===== config.mk =====
export PLATFORM = sky130hd
export DESIGN_NAME = mips_multicycle_ctrl
export DESIGN_NICKNAME = d
export VERILOG_FILES = /design/src/rtl/mips_ctrl_pkg.sv /design/src/rtl/mips_alu_decoder_p.sv /design/src/rtl/mips_multicycle_ctrl.sv
export SDC_FILE = /design/constraint.sdc
export NUM_CORES = 1
export LEC_CHECK = 0
export ABC_CLOCK_PERIOD_IN_PS = 2300
export BUFFER_PORTS_ARGS = -buffer_cell sky130_fd_sc_hd__clkbuf_2
export CORE_MARGIN = 8
export CORE_UTILIZATION = 50
export DETAILED_ROUTE_END_ITERATION = 6
export PLACE_DENSITY = 0.8
export SETUP_SLACK_MARGIN = 0.02
export SYNTH_ARGS = -nofsm -noshare
export SYNTH_HDL_FRONTEND = slang
export SYNTH_SLANG_ARGS = --single-unit

===== constraint.sdc =====
create_clock -name clock -period 2.3 [get_ports clock]
set_input_delay 0.46 -clock clock [delete_from_list [all_inputs] [get_ports clock]]
set_output_delay 0.46 -clock clock [all_outputs]
set_load 0.1 [all_outputs]

===== src/rtl/mips_ctrl_pkg.sv =====
// Shared types and encodings for the multicycle MIPS controller.
// Optional macro MIPS_CTRL_JAL_EN adds the JAL state.
package mips_ctrl_pkg;

   typedef enum logic [3:0] {
      S_FETCH    = 4'd0,
      S_DECODE   = 4'd1,
      S_MEMADR   = 4'd2,
      S_MEMREAD  = 4'd3,
      S_MEMWB    = 4'd4,
      S_MEMWRITE = 4'd5,
      S_EXECUTE  = 4'd6,
      S_ALUWB    = 4'd7,
      S_BEQ      = 4'd8,
      S_BNE      = 4'd9,
      S_IEXEC    = 4'd10,
      S_IWB      = 4'd11,
      S_JUMP     = 4'd12
`ifdef MIPS_CTRL_JAL_EN
      , S_JAL    = 4'd13
`endif
   } state_e;

   typedef enum logic [2:0] {
      ALU_AND = 3'b000,
      ALU_OR  = 3'b001,
      ALU_ADD = 3'b010,
      ALU_XOR = 3'b011,
      ALU_SUB = 3'b110,
      ALU_SLT = 3'b111
   } alu_ctrl_e;

   // How the ALU decoder picks its operation.
   typedef enum logic [1:0] {
      AOP_ADD   = 2'd0,
      AOP_SUB   = 2'd1,
      AOP_FUNCT = 2'd2,
      AOP_IMM   = 2'd3
   } alu_op_e;

   localparam logic [5:0] OP_RTYPE = 6'b000000;
   localparam logic [5:0] OP_J     = 6'b000010;
   localparam logic [5:0] OP_JAL   = 6'b000011;
   localparam logic [5:0] OP_BEQ   = 6'b000100;
   localparam logic [5:0] OP_BNE   = 6'b000101;
   localparam logic [5:0] OP_ADDI  = 6'b001000;
   localparam logic [5:0] OP_SLTI  = 6'b001010;
   localparam logic [5:0] OP_ANDI  = 6'b001100;
   localparam logic [5:0] OP_ORI   = 6'b001101;
   localparam logic [5:0] OP_XORI  = 6'b001110;
   localparam logic [5:0] OP_LW    = 6'b100011;
   localparam logic [5:0] OP_SW    = 6'b101011;

   localparam logic [5:0] FN_ADD = 6'b100000;
   localparam logic [5:0] FN_SUB = 6'b100010;
   localparam logic [5:0] FN_AND = 6'b100100;
   localparam logic [5:0] FN_OR  = 6'b100101;
   localparam logic [5:0] FN_XOR = 6'b100110;
   localparam logic [5:0] FN_SLT = 6'b101010;

endpackage


===== src/rtl/mips_alu_decoder_p.sv =====
// Combinational ALU operation decode from ALUOp, R-type funct and I-type opcode.
module mips_alu_decoder_p
   import mips_ctrl_pkg::*;
(
   input  alu_op_e     alu_op,
   input  logic [5:0]  opcode,
   input  logic [5:0]  funct,
   output alu_ctrl_e   alu_ctrl,
   output logic        funct_ok
);

   // NOTE: every output gets a default before the case so no path can infer a latch.
   always_comb begin
      alu_ctrl = ALU_ADD;
      funct_ok = 1'b1;
      case (alu_op)
         AOP_ADD: alu_ctrl = ALU_ADD;
         AOP_SUB: alu_ctrl = ALU_SUB;
         AOP_FUNCT: begin
            case (funct)
               FN_ADD:  alu_ctrl = ALU_ADD;
               FN_SUB:  alu_ctrl = ALU_SUB;
               FN_AND:  alu_ctrl = ALU_AND;
               FN_OR:   alu_ctrl = ALU_OR;
               FN_XOR:  alu_ctrl = ALU_XOR;
               FN_SLT:  alu_ctrl = ALU_SLT;
               default: funct_ok = 1'b0;
            endcase
         end
         AOP_IMM: begin
            case (opcode)
               OP_ANDI: alu_ctrl = ALU_AND;
               OP_ORI:  alu_ctrl = ALU_OR;
               OP_XORI: alu_ctrl = ALU_XOR;
               OP_SLTI: alu_ctrl = ALU_SLT;
               default: alu_ctrl = ALU_ADD;
            endcase
         end
      endcase
   end

endmodule


===== src/rtl/mips_multicycle_ctrl.sv =====
// Multicycle MIPS control FSM with wait-stated memory states and an illegal-instruction counter.
// Optional macro MIPS_CTRL_JAL_EN enables the JAL state for opcode 000011.
module mips_multicycle_ctrl
   import mips_ctrl_pkg::*;
#(
   parameter int unsigned WAIT_CYCLES = 0,
   parameter int unsigned CNT_W       = 8
) (
   input  logic             clock,
   input  logic             reset,
   input  logic [5:0]       opcode,
   input  logic [5:0]       funct,
   output logic [2:0]       ALUControl,
   output logic             ALUSrcA,
   output logic [1:0]       ALUSrcB,
   output logic [1:0]       PCSrc,
   output logic             IorD,
   output logic             MemRead,
   output logic             MemWrite,
   output logic             IRWrite,
   output logic             PCWrite,
   output logic             Branch,
   output logic             BranchNE,
   output logic             RegWrite,
   output logic [1:0]       RegDst,
   output logic [1:0]       MemtoReg,
   output logic             illegal,
   output logic [CNT_W-1:0] illegal_cnt,
   output logic [3:0]       state_o
);

   localparam logic [3:0] WAIT_LAST = 4'(WAIT_CYCLES);

   state_e           state_q, state_d;
   logic [3:0]       wait_q, wait_d;
   logic [CNT_W-1:0] cnt_q, cnt_d;

   alu_op_e   alu_op;
   alu_ctrl_e dec_ctrl;
   logic      funct_ok, alu_en, last_cycle;
   logic      ir_write, pc_write, mem_write, reg_write;

   mips_alu_decoder_p u_alu_dec (
      .alu_op   (alu_op),
      .opcode   (opcode),
      .funct    (funct),
      .alu_ctrl (dec_ctrl),
      .funct_ok (funct_ok)
   );

   assign last_cycle = (wait_q == WAIT_LAST);

   always_comb begin
      state_d    = state_q;
      wait_d     = '0;
      alu_op     = AOP_ADD;
      alu_en     = 1'b0;
      ALUSrcA    = 1'b0;
      ALUSrcB    = 2'b00;
      PCSrc      = 2'b00;
      IorD       = 1'b0;
      MemRead    = 1'b0;
      mem_write  = 1'b0;
      ir_write   = 1'b0;
      pc_write   = 1'b0;
      Branch     = 1'b0;
      BranchNE   = 1'b0;
      reg_write  = 1'b0;
      RegDst     = 2'b00;
      MemtoReg   = 2'b00;
      illegal    = 1'b0;
      case (state_q)
         S_FETCH: begin
            alu_en  = 1'b1;
            ALUSrcB = 2'b01;
            MemRead = 1'b1;
            if (last_cycle) begin
               ir_write = 1'b1;
               pc_write = 1'b1;
               state_d  = S_DECODE;
            end else begin
               wait_d = wait_q + 4'd1;
            end
         end
         S_DECODE: begin
            alu_en  = 1'b1;
            ALUSrcB = 2'b11;
            case (opcode)
               OP_LW, OP_SW:  state_d = S_MEMADR;
               OP_RTYPE:      state_d = S_EXECUTE;
               OP_BEQ:        state_d = S_BEQ;
               OP_BNE:        state_d = S_BNE;
               OP_ADDI, OP_ANDI, OP_ORI, OP_XORI, OP_SLTI:
                              state_d = S_IEXEC;
               OP_J:          state_d = S_JUMP;
`ifdef MIPS_CTRL_JAL_EN
               OP_JAL:        state_d = S_JAL;
`endif
               default: begin
                  illegal = 1'b1;
                  state_d = S_FETCH;
               end
            endcase
         end
         S_MEMADR: begin
            alu_en  = 1'b1;
            ALUSrcA = 1'b1;
            ALUSrcB = 2'b10;
            state_d = (opcode == OP_LW) ? S_MEMREAD : S_MEMWRITE;
         end
         S_MEMREAD: begin
            IorD    = 1'b1;
            MemRead = 1'b1;
            if (last_cycle) state_d = S_MEMWB;
            else            wait_d  = wait_q + 4'd1;
         end
         S_MEMWB: begin
            reg_write = 1'b1;
            MemtoReg  = 2'b01;
            state_d   = S_FETCH;
         end
         S_MEMWRITE: begin
            IorD = 1'b1;
            if (last_cycle) begin
               mem_write = 1'b1;
               state_d   = S_FETCH;
            end else begin
               wait_d = wait_q + 4'd1;
            end
         end
         S_EXECUTE: begin
            alu_en  = 1'b1;
            alu_op  = AOP_FUNCT;
            ALUSrcA = 1'b1;
            if (funct_ok) begin
               state_d = S_ALUWB;
            end else begin
               illegal = 1'b1;
               state_d = S_FETCH;
            end
         end
         S_ALUWB: begin
            reg_write = 1'b1;
            RegDst    = 2'b01;
            state_d   = S_FETCH;
         end
         S_BEQ, S_BNE: begin
            alu_en   = 1'b1;
            alu_op   = AOP_SUB;
            ALUSrcA  = 1'b1;
            PCSrc    = 2'b01;
            Branch   = 1'b1;
            BranchNE = (state_q == S_BNE);
            state_d  = S_FETCH;
         end
         S_IEXEC: begin
            alu_en  = 1'b1;
            alu_op  = AOP_IMM;
            ALUSrcA = 1'b1;
            ALUSrcB = 2'b10;
            state_d = S_IWB;
         end
         S_IWB: begin
            reg_write = 1'b1;
            state_d   = S_FETCH;
         end
         S_JUMP: begin
            PCSrc    = 2'b10;
            pc_write = 1'b1;
            state_d  = S_FETCH;
         end
`ifdef MIPS_CTRL_JAL_EN
         S_JAL: begin
            PCSrc     = 2'b10;
            pc_write  = 1'b1;
            reg_write = 1'b1;
            RegDst    = 2'b10;
            MemtoReg  = 2'b10;
            state_d   = S_FETCH;
         end
`endif
         default: state_d = S_FETCH;
      endcase
   end

   always_comb begin
      cnt_d = cnt_q;
      if (illegal && (cnt_q != '1)) cnt_d = cnt_q + CNT_W'(1);
   end

   // Write strobes are gated by reset so nothing is written while it is held low.
   assign ALUControl  = alu_en ? 3'(dec_ctrl) : 3'b000;
   assign IRWrite     = ir_write  & reset;
   assign PCWrite     = pc_write  & reset;
   assign MemWrite    = mem_write & reset;
   assign RegWrite    = reg_write & reset;
   assign illegal_cnt = cnt_q;
   assign state_o     = state_q;

   // NOTE: state registers use non-blocking assignments so all flops update together.
   always_ff @(posedge clock or negedge reset) begin
      if (!reset) begin
         state_q <= S_FETCH;
         wait_q  <= '0;
         cnt_q   <= '0;
      end else begin
         state_q <= state_d;
         wait_q  <= wait_d;
         cnt_q   <= cnt_d;
      end
   end

endmodule


# Yosys cells after proc, flatten, opt, wreduce, memory -nomap -nowiden
# Index checks and enable logic that the tools add are counted.
[classes] n_reduce_logical=18 n_mux=34 multipliers=0 magnitude_cmp=0 n_addsub=2 n_eq_ne=35 n_bitwise=4 n_shift=0 div=0
[op_table] cell="equality test 6 bit, second input constant" count=8
[op_table] cell="equality test 6 x 4 -> 1 bit, second input constant" count=5
[op_table] cell="one-hot mux 4 bit (7 select lines)" count=1
[op_table] cell="one-hot mux 3 bit (4 select lines)" count=2
[op_table] cell="one-hot mux 4 bit (6 select lines)" count=1
[op_table] cell="equality test 4 bit, second input constant" count=5
[op_table] cell="2-to-1 mux 4 bit" count=5
[op_table] cell="equality test 4 x 3 -> 1 bit, second input constant" count=4
[op_table] cell="2-to-1 mux 1 bit" count=16
[op_table] cell="one-hot mux 3 bit (5 select lines)" count=1
[op_table] cell="equality test 6 x 3 -> 1 bit, second input constant" count=2
[op_table] cell="one-hot mux 2 bit (3 select lines)" count=2
[op_table] cell="OR reduction 11 bit" count=1
[op_table] cell="OR reduction 2 bit" count=5
[op_table] cell="OR reduction 5 bit" count=2
[op_table] cell="2-to-1 mux 3 bit" count=3
[op_table] cell="adder 8 x 1 -> 8 bit, second input constant" count=1
[op_table] cell="equality test 4 x 2 -> 1 bit, second input constant" count=2
[op_table] cell="logical NOT 4 bit" count=2
[op_table] cell="!= test 8 bit, second input constant" count=1
[op_table] cell="OR reduction 7 bit" count=1
[op_table] cell="equality test 6 x 2 -> 1 bit, second input constant" count=1
[op_table] cell="logical NOT 6 bit" count=1
[op_table] cell="!= test 2 bit, second input constant" count=3
[op_table] cell="other kinds (12)" count=18
[word_totals] latchBits=0 ramBits=0 n_memories=0 reg_bits=16 mem_bits_ro=0 out_inout_bits=33 elab_cells=96 inputBits=14

# Longest topological paths before layout
# Gate-level depths: netlist of the first run.
[logic_depth] word_depth=8 depth_mapped=7 depth_no_buf=7

# By module
# From an unflattened synthesis of the first run, not the netlist that was laid out.
[hier_totals] hier_cells=175 area_unflattened_um2=1450.1
[modules_own_cells] module="mips_multicycle_ctrl" instances=1 seq_area_each_um2=400.4 area_each_um2=1297.5 cells_each=152
[modules_own_cells] module="mips_alu_decoder_p" instances=1 seq_area_each_um2=0.0 area_each_um2=152.6 cells_each=23

# Worst setup path before layout of the first run
# OpenSTA, ideal clock, no wires.
[synth_timing] path_kind="reg-to-output" startpoint="register state_q[2], in the netlist state_o[2]" endpoint="output port ALUControl[2]" arrival_time_ps=4693 n_path_buf=1 path_stages_with_launch=6 path_slack_ps=-2853 required_ps=1840 path_cell_list="dfrtp_1 clkbuf_1 nand2b_1 nor2_1 nand2_1 o41ai_1"
[synth_via] elab_chain_cells=6 elab_cells_between_ends=17
[synth_rtl] element="start: declaration" line="mips_multicycle_ctrl.sv:34" text="state_e state_q, state_d;"
[synth_rtl] element="start signal: assignment" line="mips_multicycle_ctrl.sv:207" text="state_q <= state_d;"
[synth_rtl] element="equality test 4 bit" line="mips_multicycle_ctrl.sv:72" text="case (state_q)"
[synth_rtl] element="OR reduction 2 bit"
[synth_rtl] element="one-hot mux 2 bit (3 select lines)" line="mips_multicycle_ctrl.sv:72"
[synth_rtl] element="equality test 2 bit, or another cell as far along" line="mips_alu_decoder_p.sv:16" text="case (alu_op)"
[synth_rtl] element="one-hot mux 3 bit (4 select lines)" line="mips_alu_decoder_p.sv:16"
[synth_rtl] element="2-to-1 mux 3 bit *" line="mips_multicycle_ctrl.sv:192" text="assign ALUControl = alu_en ? 3'(dec_ctrl) : 3'b000;"
[synth_rtl] element="end: declaration" line="mips_multicycle_ctrl.sv:13" text="output logic [2:0] ALUControl,"
# Mark *: on every way between the ends. The rest lies on a longest branch, timed or not.

# Final worst setup path of the first run
[layout_timing] startpoint="register state_q[1], in the netlist state_o[1]" endpoint="output port illegal"
[layout_via] elab_chain_cells=7 elab_cells_between_ends=11
[layout_rtl] element="equality test 4 bit" line="mips_multicycle_ctrl.sv:72"
[layout_rtl] element="OR reduction 2 bit"
[layout_rtl] element="one-hot mux 2 bit (3 select lines)" line="mips_multicycle_ctrl.sv:72"
[layout_rtl] element="equality test 2 bit" line="mips_alu_decoder_p.sv:16"
[layout_rtl] element="2-to-1 mux 1 bit" line="mips_alu_decoder_p.sv:16"
[layout_rtl] element="2-to-1 mux 1 bit" line="mips_multicycle_ctrl.sv:135" text="if (funct_ok) begin"
[layout_rtl] element="one-hot mux 1 bit (2 select lines) *" line="mips_multicycle_ctrl.sv:72"
[layout_rtl] element="end: declaration" line="mips_multicycle_ctrl.sv:27" text="output logic illegal,"
# Marks and branches as above.

==> flow_summary.toml, run 1 <==
[outcome]
status = "finished with violations"
violations = "setup timing"

[sta]
tns_ps = -17.2
drv_slew = 0
period_share = 1.01
fmax_ghz = 0.432
setup_viol = 1
postLayoutSetupSlackWorst_ps = -17.2
rsz0062_at_grt = "yes"
period_needed_ps = 2320
hold_viol = 0
slew_headroom = 0.604
tightest_slew_ps = 587
skew_ps = 3.34

[placement]
place_ws_ps = 52.2
dp_cells = 248
gp_congestion = 1.02
io_buffers = 44
hpwl_mm = 3.35

[clock_network]
clkLatencyLatePin_ps = 280
root_buffer = "clkbuf_4"
clk_pin_slew_ps = 90
cts_max_level = 1
cts_sinks = 16
numCtsBuffers = 3
cts.path.max_buffers = 2
tritoncts = "built"

[global_routing]
grt_max_degree = 13
grt_overflow = 0
grt_first_pass_wirelength_mm = 7.18
grt_pass1_vias = 1633
grt.total_usage = 0.195
antenna_found_initial = 0

[synth]
synth_edf_count = 0
synth-main-ff-cell = "dfrtp_1"
avgSynthCellArea_um2 = 7.83
yosysWarnings = 0
synthTopCellsByArea = "dfrtp_1 (30%), nor2_1 (6.4%), a21oi_1 (4.8%), nand2b_1 (3.7%), nand2_1 (3.6%)"
yosys.area.top_type = "dfrtp_1"
ys_async_sr_fraction = 1.00
synth_top_area_share = 0.297
synth_cells = 172
netlist_area_mm2 = 0.00135
ys_types = 45
yosysSeqAreaShare = 0.297
synth_seq_cells = 16

[worst_setup_path]
worst-setup-path-type = "reg2out"
crit_fanout = 6
startpoint_type = "register"
endpoint_kind = "primary output"
worstPathArrival_ps = 1860
critPathRequiredTime_ps = 1840
r2r_cells = 6

[finish]
syn2layout_area_growth_pct = 65.0
layout.nets = 259
fillCellCount = 156
multiInputGateArea_mm2 = 0.00109
n_antenna_cell = 0
drive_gt1_frac = 0.490
fin_cells = 272
seq_area_um2 = 418

[routing]
drcViolationCount = 0
dr.pass1.iters = 4
vias_per_cell = 5.97
avgRoutedWirePerCell_um = 17.7
vias = 1623
wl_mm = 4.81
drtIter0Drc = 90
ant_nets = 0

[power_and_ir_drop]
seqPwrFrac = 0.161
cellPowerDensity_mw_per_mm2 = 1370
p_sw_mw = 1.87
vdd_drop_max_v = 0.00152
leakagePower_nw = 0.981
intPower_mw = 1.18
pwr-share-clk = 0.059
power_frac_comb = 0.780
switching_share = 0.613

[floorplan]
die_w_um = 67.9
num_io_pins = 47
row_count = 19
die_y_um = 67.9
start_util = 0.506
die-area_mm2 = 0.00461
coreArea_mm2 = 0.00266

[job]
drv_cap = 0

[min_path]
hp-class = "in2async"
[placed cells by master, fill, tap and decap left out, types with 2 or more instances in the layout]
cell type / n
nand2_1: 10
xnor2_1: 5
a31oi_1: 5
ha_1: 3
dfrtp_4: 4
nor2b_1: 7
nor3_1: 2
dfrtp_1: 10
nor2_2: 2
o21ai_0: 4
buf_4: 35
conb_1: 2
nor3b_4: 2
nor4_1: 2
nand2b_4: 3
nor3_4: 3
dfrtp_2: 2
clkbuf_4: 3
nand2b_1: 5
buf_12: 10
nor2_1: 17
inv_1: 5
nand3_1: 8
nand4_1: 4
mux2_1: 2
clkbuf_2: 28
or2b_1: 2
nand2_2: 2
nor2_4: 4
a21oi_1: 11
and2_1: 2
[cells in the mapped netlist (all sizes together), types with 5 or more instances]
cell type and n:
nand3 9, clkbuf 6, a31oi 5, inv 5, a21oi 13, nor3 5, nor2 23, dfrtp 16
nand2b 8, nand2 13, buf 5, nor2b 7, xnor2 5
[metal layers]
layer / vias to the layer above / share of wire / GRT usage
met5: - / 0 / 0
met2: 72 / 0.54 / 0.396
met1: 780 / 0.37 / 0.205
met3: 20 / 0.062 / 0.0213
met4: 0 / 0.033 / 0.0512
li1: 751 / - / -
[cell type report]
class,count,area share
Inverter,5,0.00844
Multi-Input combinational cell,141,0.489
Timing Repair Buffer,75,0.281
Clock buffer,4,0.0163
Tap cell,31,0.0174
Sequential cell,16,0.188
[power by group through the flow]
stage / clock, mW / combinational (mW) / sequential, mW
after floorplan: 0 / 1.23 / 1.00
after global placement: 0 / 2.20 / 0.490
after detailed placement: 0 / 2.23 / 0.496
after CTS: 0.185 / 2.29 / 0.490
after global routing: 0.201 / 2.46 / 0.502
final: 0.181 / 2.38 / 0.491
[critical path, cell delays in order, from the launching register on]
cell	delay [ps]
dfrtp_4	490
and2b_2	240
nor3b_4	230
o311a_1	240
a22o_4	190
buf_12	180
[stage by stage]
stage	util	total power, mW	hold slack [ps]	instance area, µm²
finish	0.835	3.05	547	2220
global placement	0.751	2.69	310	2000
floorplan	-	2.24	164	1600
CTS	0.791	2.97	522	2110
detailed placement	0.751	2.73	312	2000
global route	0.835	3.16	547	2220
[state kept, by name, summed over array words and instances (netlist names)]
register,count
illegal_cnt,8
state_o,4
wait_q,4
[cell families (layout without fill, tap and decap cells)]
family | count (synthesis) | after routing | synth area share
other | 1 | 2 | 0.00278
AO/OA/AOI/OAI | 40 | 40 | 0.203
adder cells (fa/ha/maj) | 3 | 3 | 0.0279
flip-flops | 16 | 16 | 0.297
XOR/XNOR | 6 | 6 | 0.0390
buffers and inverters | 16 | 84 | 0.0613
AND/OR/NAND/NOR | 87 | 87 | 0.341
multiplexers | 3 | 3 | 0.0279
[timing repair]
item,4_1_cts,5_1_grt
hold buffers,1,0
cloned,0,0
pin swaps,3,10
setup buffers,5,14
endpoints found under the setup margin,4,4
hold endpoints to repair,1,0
gates resized for setup,5,3
[final timing paths]
check | from | to | slack [ps]
worst max-delay path | state_o[1] | illegal | -20
worst min-delay path | reset | state_o[2] | 550
worst max register to register | state_o[1] | illegal_cnt[6] | 310
worst min register to register | wait_q[0] | wait_q[0] | 570
max in group asynchronous | reset | illegal_cnt[1] | 1310
min in group clock | opcode[4] | state_o[1] | 550
Power figures use the tool's default switching activity.
==> run 2, diff against run 1 <==
--- a/config.mk
+++ b/config.mk
@@ -5,12 +5,13 @@
 export SDC_FILE = /design/constraint.sdc
 export NUM_CORES = 1
 export LEC_CHECK = 0
-export ABC_CLOCK_PERIOD_IN_PS = 2300
+export ABC_CLOCK_PERIOD_IN_PS = 2400
 export BUFFER_PORTS_ARGS = -buffer_cell sky130_fd_sc_hd__clkbuf_2
 export CORE_MARGIN = 8
 export CORE_UTILIZATION = 50
 export DETAILED_ROUTE_END_ITERATION = 6
-export PLACE_DENSITY = 0.8
+export PLACE_DENSITY = 0.78
+export RECOVER_POWER = 100
 export SETUP_SLACK_MARGIN = 0.02
 export SYNTH_ARGS = -nofsm -noshare
 export SYNTH_HDL_FRONTEND = slang
==> constraint.sdc (replaced) <==
create_clock -name clock -period 2.4 [get_ports clock]
set_input_delay 0.48 -clock clock [delete_from_list [all_inputs] [get_ports clock]]
set_output_delay 0.48 -clock clock [all_outputs]
set_load 0.1 [all_outputs]
==> run 2 against run 1 <==
Effect of this change:
- the run now ends clean
- utilization fell by 9.4 points
- sequential power decreased by 6.5%
- global-route usage shrank 0.32 points
- first-iteration DRC count is 7.8% lower
- total power is 12% lower
- largest cell class unchanged
- critical path depth up 2
- critical endpoint is now ALUControl[2]
- sequential cell count stayed put
- clock-buffer cell count unchanged
==> flow_summary.toml, run 2 (synthesized netlist as in run 1, its figures left out) <==
[sta]
period_share = 0.982
hold_ws_ps = 491
slew_headroom = 0.218
tightest_slew_ps = 1180
hold_viol = 0
period_needed_ps = 2360
setup_viol = 0
skew_ps = 3.32
drv_slew = 0
fmax_ghz = 0.424
rsz0062_at_grt = "yes"

[routing]
drtIter0Drc = 83
drcViolationCount = 0
vias_per_cell = 5.78
dr.pass1.iters = 4
avgRoutedWirePerCell_um = 16.9
ant_nets = 0
wl_mm = 4.42
vias = 1515

[worst_setup_path]
r2r_cells = 6
rrSetupSlack_ps = 350
worst-setup-path-type = "reg2out"
crit_fanout = 5
startpoint_type = "register"
worstPathArrival_ps = 1880
critPathRequiredTime_ps = 1920
r2r-start = "state_o[0]"
endpoint_kind = "primary output"
timing.rr.end = "illegal_cnt[1]"

[floorplan]
num_io_pins = 47
die-area_mm2 = 0.00461
die_w_um = 67.9
row_count = 19
die_y_um = 67.9
start_util = 0.506
coreArea_mm2 = 0.00266

[clock_network]
root_buffer = "clkbuf_4"
cts_sinks = 16
clkLatencyLatePin_ps = 290
cts.path.max_buffers = 2
cts_max_level = 1
clk_pin_slew_ps = 100
tritoncts = "built"
numCtsBuffers = 3

[power_and_ir_drop]
cellPowerDensity_mw_per_mm2 = 1370
leakagePower_nw = 0.850
vdd_drop_max_v = 0.00157

[finish]
final_common_cell = "clkbuf_2"
largest_reg_flops = 8
final_area_mm2 = 0.00197
fin_util = 0.741
syn2layout_area_growth_pct = 46.3
n_antenna_cell = 0
fillCellCount = 201
fin_cells = 262
final_cell_mix = "clkbuf_2 (21), nor2_1 (18), buf_4 (14)"
layout.nets = 249
drive_gt1_frac = 0.381

[global_routing]
grt_first_pass_wirelength_mm = 6.91
grt.total_usage = 0.192
antenna_found_initial = 0
grt_pass1_vias = 1525
grt_max_degree = 17
grt_overflow = 0

[min_path]
hold_depth = 1
whs_endpoint = "wait_q[0]"
hp-start = "wait_q[0]"
hp-class = "reg2reg"

[placement]
dpl_cell_area_mm2 = 0.00195
hpwl_mm = 3.31
dp_cells = 247
gp_congestion = 0.939
io_buffers = 44

[job]
drv_cap = 0

[outcome]
status = "finished clean"
## run 2: cell types whose count changed in the layout (fill, tap and decap cells not counted), moves of 3 or more
cell / before / now
buf_12: 10 / 2
buf_2: 0 / 3
buf_4: 35 / 14
clkbuf_1: 0 / 13
clkbuf_2: 28 / 21
clkbuf_4: 3 / 10
## run 2: power breakdown
| part | switching (mW) | internal, mW | leakage (nW) |
|---|---|---|---|
| clock | 0.0906 | 0.0925 | 0.0210 |
| combinational | 1.54 | 0.520 | 0.627 |
| sequential | 0.106 | 0.352 | 0.202 |
| total | 1.73 | 0.965 | 0.850 |
## run 2: how the worst max path moves through the flow
| stage | start | end | slack (ps) | depth (start not counted) |
|---|---|---|---|---|
| after floorplan | state_o[0] | ALUControl[2] | -350 | 5 |
| after global placement | opcode[1] | illegal | 170 | 6 |
| after detailed placement | opcode[1] | illegal | 110 | 6 |
| after CTS | state_o[1] | illegal | 20 | 5 |
| after global routing | state_o[2] | ALUControl[2] | -50 | 7 |
| final | state_o[2] | ALUControl[2] | 40 | 7 |
## run 2: final cells by class
type                    instances  area, µm²  share of cell area
clock buffers                   4       36.3              0.0184
well taps                      31       38.8              0.0197
repair buffers                 65        425               0.216
multi-input cells             141       1040               0.526
inverters                       5       18.8             0.00952
flip-flops and latches         16        415               0.211
## run 2: repair_timing
item	4_1_cts	5_1_grt
hold endpoints to repair	1	0
setup endpoints to repair	2	3
buffers inserted	7	3
pin swaps	0	3
resized for setup	1	3
hold buffers	1	0
gates cloned	0	0
## run 2: stage by stage
stage	setup WS [ps]	total power [mW]	setup TNS, ps
finish	42.2	2.70	0
floorplan	-353	2.13	-1130
detailed placement	106	2.59	0
CTS	20.3	2.82	0
global placement	168	2.56	0
global route	-50.0	2.80	-50.0
## run 2: worst max-delay path, stage by stage, from the launching register on
cell,delay (ps)
dfrtp_4,510
nand2b_1,220
nor2_2,160
nand3_1,150
nor3b_2,180
nor2_1,80
o41ai_4,60
buf_12,220
## run 2: routing by layer
metal / routed length, µm / share of wire / global-route usage
met5: 0 / 0 / 0
met4: 104 / 0.024 / 0.0818
met3: 253 / 0.057 / 0.0245
met2: 2400 / 0.54 / 0.364
met1: 1670 / 0.38 / 0.208
==> run 3, diff against run 2 <==
--- a/config.mk
+++ b/config.mk
@@ -5,10 +5,12 @@
 export SDC_FILE = /design/constraint.sdc
 export NUM_CORES = 1
 export LEC_CHECK = 0
-export ABC_CLOCK_PERIOD_IN_PS = 2400
+export ABC_CLOCK_PERIOD_IN_PS = 2900
 export BUFFER_PORTS_ARGS = -buffer_cell sky130_fd_sc_hd__clkbuf_2
+export CORE_ASPECT_RATIO = 0.5
 export CORE_MARGIN = 8
 export CORE_UTILIZATION = 50
+export CTS_CLUSTER_SIZE = 40
 export DETAILED_ROUTE_END_ITERATION = 6
 export PLACE_DENSITY = 0.78
 export RECOVER_POWER = 100
==> constraint.sdc (replaced) <==
create_clock -name clock -period 2.9 [get_ports clock]
set_input_delay 0.58 -clock clock [delete_from_list [all_inputs] [get_ports clock]]
set_output_delay 0.58 -clock clock [all_outputs]
set_load 0.1 [all_outputs]
==> run 3 against run 2 <==
Effect of this change:
- non-clock buffer count fell by 16
- setup slack gained 67 ps
- critical path depth decreased by 2
- utilization is 6.8 points lower
==> flow_summary.toml, run 3 (synthesized netlist as in run 1, its figures left out) <==
[clock_network]
numCtsBuffers = 3
tritoncts = "built"
ctsHoldBuffers = 0
cts_resized = 0
clkLatencyLatePin_ps = 240
clk_pin_slew_ps = 60
cts_setup_buffers = 0
cts_sinks = 16
root_buffer = "clkbuf_8"
cts_max_level = 1
cts.path.max_buffers = 2

[finish]
n_antenna_cell = 0
drive_gt1_frac = 0.256
layout.nets = 233
final_common_cell = "clkbuf_2"
final_cell_mix = "clkbuf_2 (27), nor2_1 (20), clkbuf_1 (17)"
largest_reg_flops = 8
syn2layout_area_growth_pct = 28.2
fillCellCount = 246

[routing]
vias_per_cell = 5.79
drcViolationCount = 0
drtIter0Drc = 111
avgRoutedWirePerCell_um = 14.9
dr.pass1.iters = 4
vias = 1460
wl_mm = 3.75
ant_nets = 0

[worst_setup_path]
worstPathArrival_ps = 2210
crit_slowest_cell = "clkbuf_2"
crit_fanout = 6
crit_chain = "and2b_1 > nor3b_4 > o311a_1 > a22o_1 > clkbuf_2"
endpoint_kind = "primary output"
startpoint_type = "register"
worstPathBufferInverterCount = 1
path_delay_family = "simple AND/OR/NAND/NOR gates"
critPathRequiredTime_ps = 2320
worst-setup-path-type = "reg2out"
critPathMaxStageDelay_ps = 510

[outcome]
status = "finished clean"

[placement]
hpwl_mm = 2.95
place_ws_ps = 234
io_buffers = 44
gp_congestion = 0.944

[global_routing]
grt_pass1_vias = 1299
grt_max_degree = 19
grt_first_pass_wirelength_mm = 6.11
antenna_found_initial = 0
grt_overflow = 0
grt.total_usage = 0.165

[sta]
slew_headroom = 0.225
drv_slew = 0
period_needed_ps = 2790
tightest_slew_ps = 1170
period_share = 0.962
postLayoutSetupSlackWorst_ps = 109
setup_viol = 0
fmax_ghz = 0.358
hold_ws_ps = 242
skew_ps = 1.80
hold_viol = 0
rsz0062_at_grt = "no"

[power_and_ir_drop]
pwr-share-clk = 0.094
p_sw_mw = 1.37
seqPwrFrac = 0.188
switching_share = 0.666
power_frac_comb = 0.718
vdd_drop_max_v = 0.00112
cellPowerDensity_mw_per_mm2 = 1190
intPower_mw = 0.686
leakagePower_nw = 0.727

[floorplan]
num_io_pins = 47
start_util = 0.524
die_y_um = 52.7
die_w_um = 89.4
row_count = 13
coreArea_mm2 = 0.00257
die-area_mm2 = 0.00471

[min_path]
hp-class = "in2async"

[job]
drv_cap = 0
==> run 3: cell count changes in the layout (fill, tap and decap cells not counted), moves of 2 or more <==
cell	change
buf_2	-3
buf_4	-11
buf_6	-3
clkbuf_1	+4
clkbuf_2	+6
clkbuf_4	-9
clkbuf_8	+3
dfrtp_2	+3
dfrtp_4	-3
nand2_1	+3
nand2_2	-3
nand2b_1	+2
nand2b_4	-2
nor2_1	+2
==> run 3: layout make-up <==
cell class / instances / area, µm² / area share
Tap cell: 37 / 46.3 / 0.0268
Clock buffer: 4 / 55.1 / 0.0319
Inverter: 5 / 18.8 / 0.0109
Sequential cell: 16 / 408 / 0.236
Multi-Input combinational cell: 141 / 951 / 0.550
Timing Repair Buffer: 49 / 249 / 0.144
==> run 3: final timing paths <==
| check | start | endpoint | slack (ps) | depth (start not counted) |
|---|---|---|---|---|
| min in group clock | wait_q[0] | wait_q[0] | 550 | 1 |
| worst min-delay path | reset | state_o[3] | 240 | 1 |
| worst max register to register | state_o[1] | illegal_cnt[7] | 850 | 6 |
| worst max-delay path | state_o[1] | illegal | 110 | 5 |
| worst min register to register | wait_q[0] | wait_q[0] | 550 | 1 |
| max in group asynchronous | reset | wait_q[3] | 1770 | 2 |
==> run 3: power groups by stage <==
stage / clock, mW / combinational, mW / sequential (mW)
5_1_grt: 0.204 / 1.55 / 0.403
6_report: 0.194 / 1.47 / 0.386
2_1_floorplan: 0 / 0.911 / 0.783
4_1_cts: 0.194 / 1.54 / 0.388
3_5_place_dp: 0 / 1.53 / 0.391
3_3_place_gp: 0 / 1.52 / 0.387
==> run 3: routing by layer <==
layer | share of wire | track usage
met1 | 0.43 | 0.210
met2 | 0.49 | 0.289
met3 | 0.069 | 0.0203
met4 | 0.0069 | 0.0409
met5 | 0 | 0
==> run 3: through the flow <==
| stage | area, µm² | TNS, ps | total power [mW] | util | cells |
|---|---|---|---|---|---|
| floorplan | 1480 | -85.1 | 1.69 | - | 173 |
| global placement | 1740 | 0 | 1.90 | 0.676 | 248 |
| detailed placement | 1740 | 0 | 1.92 | 0.676 | 248 |
| CTS | 1790 | 0 | 2.12 | 0.698 | 252 |
| global route | 1730 | 0 | 2.15 | 0.672 | 252 |
| finish | 1730 | 0 | 2.05 | 0.672 | 252 |
